<file path="src/rtl/stopwatch_ctrl.sv">
// stopwatch_ctrl: command FSM, seconds prescaler and minutes counter driving an external mod-60 seconds counter.
// Latency: a command acts on the first clk edge that samples its input high; sec_en/sec_clr are registered one-cycle pulses.
// No backpressure: command inputs are debounced levels, and an optional lap display is built when STOPWATCH_LAP_EN is defined.
module stopwatch_ctrl #(
  parameter int unsigned CLK_DIV = 50000000
) (
  input  logic       clk,
  input  logic       rst_n,
  input  logic       start_stop,
  input  logic       lap,
  input  logic       reset_req,
  input  logic [5:0] sec_count,
  input  logic       sec_rollover,
  output logic       sec_en,
  output logic       sec_clr,
  output logic [5:0] min_count,
  output logic [5:0] disp_sec,
  output logic [5:0] disp_min,
  output logic [1:0] state
);

  // Prescaler wide enough to hold CLK_DIV-1; CLK_DIV is at least 2, so one bit is the floor.
  localparam int unsigned   PW      = (CLK_DIV > 2) ? $clog2(CLK_DIV) : 1;
  localparam logic [PW-1:0] PRE_MAX = PW'(CLK_DIV - 1);

  typedef enum logic [1:0] {
    S_IDLE  = 2'b00,
    S_RUN   = 2'b01,
    S_LAP   = 2'b10,
    S_PAUSE = 2'b11
  } state_t;

  state_t        state_q, state_d;
  logic          start_prev_q, start_prev_d;
  logic          lap_prev_q, lap_prev_d;
  logic          reset_prev_q, reset_prev_d;
  logic [PW-1:0] pre_q, pre_d;
  logic          sec_en_q, sec_en_d;
  logic          sec_clr_q, sec_clr_d;
  logic [5:0]    min_q, min_d;

  logic          start_edge;
  logic          clr_cmd;
  logic          start_cmd;
  logic          lap_cmd;
  logic          running;
  logic          pause_to_idle;

  // Rising-edge detection and command arbitration: reset_req beats start_stop beats lap.
  always_comb begin
    start_prev_d = start_stop;
    lap_prev_d   = lap;
    reset_prev_d = reset_req;
    start_edge   = start_stop & ~start_prev_q;
    clr_cmd      = reset_req & ~reset_prev_q;
    start_cmd    = start_edge & ~clr_cmd;
    lap_cmd      = lap & ~lap_prev_q & ~clr_cmd & ~start_edge;
  end

  // Edge-detect history; cleared in reset so a level already high at release counts as an edge.
  always_ff @(posedge clk or negedge rst_n) begin
    if (!rst_n) begin
      start_prev_q <= 1'b0;
      lap_prev_q   <= 1'b0;
      reset_prev_q <= 1'b0;
    end else begin
      start_prev_q <= start_prev_d;
      lap_prev_q   <= lap_prev_d;
      reset_prev_q <= reset_prev_d;
    end
  end

  // Next-state logic; any command not listed for a state is ignored.
  always_comb begin
    state_d = state_q;
    case (state_q)
      S_IDLE: begin
        if (start_cmd) state_d = S_RUN;
      end
      S_RUN: begin
        if (start_cmd) state_d = S_PAUSE;
`ifdef STOPWATCH_LAP_EN
        else if (lap_cmd) state_d = S_LAP;
`endif
      end
`ifdef STOPWATCH_LAP_EN
      S_LAP: begin
        if (start_cmd)    state_d = S_PAUSE;
        else if (lap_cmd) state_d = S_RUN;
      end
`endif
      S_PAUSE: begin
        if (clr_cmd)        state_d = S_IDLE;
        else if (start_cmd) state_d = S_RUN;
      end
      default: state_d = S_IDLE;
    endcase
  end

  // State register.
  always_ff @(posedge clk or negedge rst_n) begin
    if (!rst_n) state_q <= S_IDLE;
    else        state_q <= state_d;
  end

  // Prescaler, sec_en/sec_clr pulses and minutes counter.
  // The prescaler advances only on cycles spent in RUN/LAP and holds through PAUSE, so the
  // fractional second survives a pause and every second is exactly CLK_DIV enabled cycles.
  always_comb begin
    running       = (state_q == S_RUN) || (state_q == S_LAP);
    pause_to_idle = (state_q == S_PAUSE) && clr_cmd;

    pre_d = pre_q;
    if (running) begin
      pre_d = (pre_q == PRE_MAX) ? '0 : pre_q + PW'(1);
    end
    if (pause_to_idle) begin
      pre_d = '0;
    end

    sec_en_d  = running && (pre_q == PRE_MAX);
    sec_clr_d = pause_to_idle;

    // Rollover can arrive in PAUSE when the last enabled cycle completed a second; still count it.
    min_d = min_q;
    if (sec_rollover) begin
      min_d = (min_q == 6'd59) ? 6'd0 : min_q + 6'd1;
    end
    if (pause_to_idle) begin
      min_d = 6'd0;
    end
  end

  // Datapath registers.
  always_ff @(posedge clk or negedge rst_n) begin
    if (!rst_n) begin
      pre_q     <= '0;
      sec_en_q  <= 1'b0;
      sec_clr_q <= 1'b0;
      min_q     <= 6'd0;
    end else begin
      pre_q     <= pre_d;
      sec_en_q  <= sec_en_d;
      sec_clr_q <= sec_clr_d;
      min_q     <= min_d;
    end
  end

`ifdef STOPWATCH_LAP_EN
  logic [5:0] lap_sec_q, lap_sec_d;
  logic [5:0] lap_min_q, lap_min_d;

  // Lap capture on RUN->LAP; min_q is the pre-increment value even when a rollover lands on the same edge.
  always_comb begin
    lap_sec_d = lap_sec_q;
    lap_min_d = lap_min_q;
    if ((state_q == S_RUN) && (state_d == S_LAP)) begin
      lap_sec_d = sec_count;
      lap_min_d = min_q;
    end
  end

  // Lap registers.
  always_ff @(posedge clk or negedge rst_n) begin
    if (!rst_n) begin
      lap_sec_q <= 6'd0;
      lap_min_q <= 6'd0;
    end else begin
      lap_sec_q <= lap_sec_d;
      lap_min_q <= lap_min_d;
    end
  end

  // Frozen lap values while in LAP, live values otherwise (live again the cycle LAP is left).
  always_comb begin
    disp_sec = sec_count;
    disp_min = min_q;
    if (state_q == S_LAP) begin
      disp_sec = lap_sec_q;
      disp_min = lap_min_q;
    end
  end
`else
  // Without the lap feature lap edges are decoded but never consumed.
  logic unused_lap_cmd;
  assign unused_lap_cmd = lap_cmd;

  assign disp_sec = sec_count;
  assign disp_min = min_q;
`endif

  assign sec_en    = sec_en_q;
  assign sec_clr   = sec_clr_q;
  assign min_count = min_q;
  assign state     = state_q;

endmodule

</file>
<file path="config.mk">
export PLATFORM = sky130hd
export DESIGN_NAME = stopwatch_ctrl
export DESIGN_NICKNAME = d
export VERILOG_FILES = /design/src/rtl/stopwatch_ctrl.sv
export SDC_FILE = /design/constraint.sdc
export NUM_CORES = 1
export LEC_CHECK = 0
export ABC_AREA = 0
export BUFFER_PORTS_ARGS = -buffer_cell sky130_fd_sc_hd__buf_4
export CAP_MARGIN = 20
export CORE_MARGIN = 1
export CORE_UTILIZATION = 61
export CTS_CLUSTER_DIAMETER = 200
export DETAILED_ROUTE_END_ITERATION = 10
export GPL_TIMING_DRIVEN = 1
export PLACE_DENSITY = 0.85
export REMOVE_ABC_BUFFERS = 1
export SKIP_CTS_REPAIR_TIMING = 1
export SLEW_MARGIN = 40
export SYNTH_ARGS = -nofsm -noshare
export SYNTH_HDL_FRONTEND = slang
export SYNTH_SLANG_ARGS = --single-unit
</file>
<file path="constraint.sdc">
create_clock -name clk -period 3.66 [get_ports clk]
set_input_delay 0.549 -clock clk [delete_from_list [all_inputs] [get_ports clk]]
set_output_delay 0.549 -clock clk [all_outputs]
set_load 0.01 [all_outputs]
</file>
==> run metrics <==
Post-synth EDFFs=0; vias in the first global route=1647; Worst Path Max Fanout=18; layout cells sized above 1=0.1417; Area Overhead vs Synth=6.671%; async set or reset register ratio after synthesis=1.000; RSZ-0062 raised after global routing=false; post-layout min period=2.696 ns; root buffer cell=clkbuf_4; grt met3 use=0.09110; register area share after synthesis=0.4370; Avg Vias per Cell=~6.3; ys flop type=dfrtp_1; antenna-violating nets left=0; Port-buffer cells=20; PD cells=575.4 mW/mm^2; Setup TNS=0 ns; Post-synth top cells=dfrtp_1 (38), a21oi_1 (20), nor2_1 (19), nand2_1 (18); top cells by area, synth=dfrtp_1 (44%), a21oi_1 (4.6%), buf_4 (4.1%); first-pass GRT wire length=between 7000 and 8000 um; DRC violations left=0; Ant. Diodes=0; Synth top area share=0.4370; GPL Wtd Cong=between 0.8 and 0.9; vias=approximately 1800; peak supply drop=~0.00043 V; Synth cell types=45; Synth Warn #=0; initial antenna violation count=0; Die X=61.73 um; max cap viols=0; htree depth=2; hold crit path type=input port to asynchronous set/reset pin; Max-slew headroom=0.4629; Die ar.=0.003810 sq mm; Most Crowded Layer GR=met2; cell taking the most area after synthesis=dfrtp_1; grt met2 use=0.4163; Slew Limit Fails=0; Worst EP required=3.87 ns; worst-skew pair later-pin latency=~0.35 ns; Post-Syn Area=0.002176 sq mm; Worst-Margin Slew=0.8056 ns; drt first pass iters=4; worst-case clock buffer depth=2; #FFs+latches synth=38; initial DRC count=approximately 120; GRT Util Overall=0.2710; Core Footprint=between 0.003 and 0.004 sq mm; worst clock skew=0.009299 ns; hpwl dp=approximately 3000 um; most common cell in the synthesized netlist=dfrtp_1; TritonCTS buffer count=5; synthesized area per cell=between 9 and 10 sq um; final setup fails=0; # clock sinks=38; fin crit share=0.7367; largest net degree at the start of global routing=39; TritonCTS clock tree=done; Site Rows=21; critical path type=flip-flop to flip-flop; Die Span Y=approximately 62 um; Detailed Route WL=between 4000 and 5000 um; Final nets=between 200 and 300; fmax=0.3709 GHz; Leak=around 0.95 nW; worst path arrival time=around 2.9 ns; DR WL/cell=around 15 um; endpoints failing hold=0; Pwr Total=~1.3 mW; GR Util met1=0.3614; Cells after Synth=233; # IOs=34; outcome=complete, no violations; Setup crit end kind=flip-flop; Remaining Overflow, GRT=0; CTS clk-pin slew, worst paths=0.11 ns; Starting Density=0.6419; crit path launch type=flip-flop
==> cell families after synthesis <==
logic type,count (synthesis),share of synthesized area
DFF,38,0.4370
and+or+nand+nor,101,0.2593
xor gates and xnor gates,10,0.04026
AOI/OAI and AO/OA,50,0.1530
adders and majority gates,6,0.03450
buffers and inverters,27,0.07131
muxes,1,0.004601
==> per-stage QoR <==
stage | cell area, sq um | setup WS (ns) | utilization | instances | hold WS [ns]
2_1_floorplan | 2039 | 1.382 | - | 211 | 0.2534
3_3_place_gp | 2255 | 1.033 | 0.6652 | 278 | 0.5332
3_5_place_dp | 2261 | 0.9872 | 0.6670 | 278 | 0.5391
4_1_cts | 2321 | 0.9817 | 0.6848 | 286 | 0.1529
5_1_grt | 2321 | 0.8664 | 0.6848 | 286 | 0.1608
6_report | 2321 | 0.9636 | 0.6848 | 286 | 0.1382
==> critical path, cell delays in order, from the launching register on <==
cell and delay (ns):
dfrtp_1 0.46, or4b_1 0.52, or4_1 0.68, o31ai_4 0.75
nor2_1 0.13
==> final cells by class <==
class,instances,area (sq um)
Clock inverter,1,5.005
Fill cell,271,1069
Tap cell,46,57.56
Clock buffer,7,55.05
Inverter,5,18.77
Timing Repair Buffer,21,157.7
Multi-Input combinational cell,168,1076
Sequential cell,38,950.9
==> routing by layer <==
layer,part of all wire,wire length (um)
met1,0.44,1950
met2,0.49,2178
met3,0.054,240
met4,0.012,54
met5,0,0
==> cell usage in the layout, fill, tap and decap left out, types with 2 or more instances in the layout <==
| master | synthesis | layout |
|---|---|---|
| dfrtp_1 | 38 | 38 |
| buf_4 | 12 | 21 |
| a21oi_1 | 20 | 20 |
| nor2_1 | 19 | 19 |
| nand2_1 | 18 | 18 |
| nand4_1 | 12 | 12 |
| nand3_1 | 10 | 10 |
| or4_1 | 9 | 9 |
| o21ai_0 | 9 | 9 |
| or3_1 | 7 | 7 |
| xor2_1 | 7 | 7 |
| o31ai_1 | 6 | 6 |
| ha_1 | 6 | 6 |
| inv_1 | 5 | 5 |
| and3_1 | 5 | 5 |
| clkbuf_4 | 0 | 5 |
| and4_1 | 3 | 3 |
| xnor2_1 | 3 | 3 |
| nand2b_1 | 3 | 3 |
| and3b_1 | 2 | 2 |
| nand4b_1 | 2 | 2 |
| and2_1 | 2 | 2 |
| nor3_1 | 2 | 2 |
| o221ai_1 | 2 | 2 |
| a21boi_0 | 2 | 2 |
| nand3b_1 | 2 | 2 |
==> power by group <==
group	total [mW]	internal, mW	leakage, nW	switching, mW
combinational	0.478	0.214	0.428	0.263
sequential	0.629	0.506	0.487	0.122
clock	0.229	0.0931	0.0353	0.136
==> state kept, by name (all words and copies together) (netlist names) <==
| signal | flops |
|---|---|
| sec_en | 1 |
| state | 2 |
| disp_min | 6 |
| sec_clr | 1 |
| pre_q | 26 |
| reset_prev_q | 1 |
| start_prev_q | 1 |
==> path summary, 6_finish.rpt <==
kind                            from      endpoint  slack [ns]  cells after the start
max in group asynchronous      rst_n      pre_q[6]        3.19                      1
max reg2reg                pre_q[16]     pre_q[14]        0.96                      4
min in group clk           reset_req  reset_prev_q        0.31                      1
min reg2reg                pre_q[25]     pre_q[25]        0.57                      2
min                            rst_n     pre_q[16]        0.14                      1
max                        pre_q[16]     pre_q[14]        0.96                      4
No activity file was read; power rests on OpenSTA's default activity.
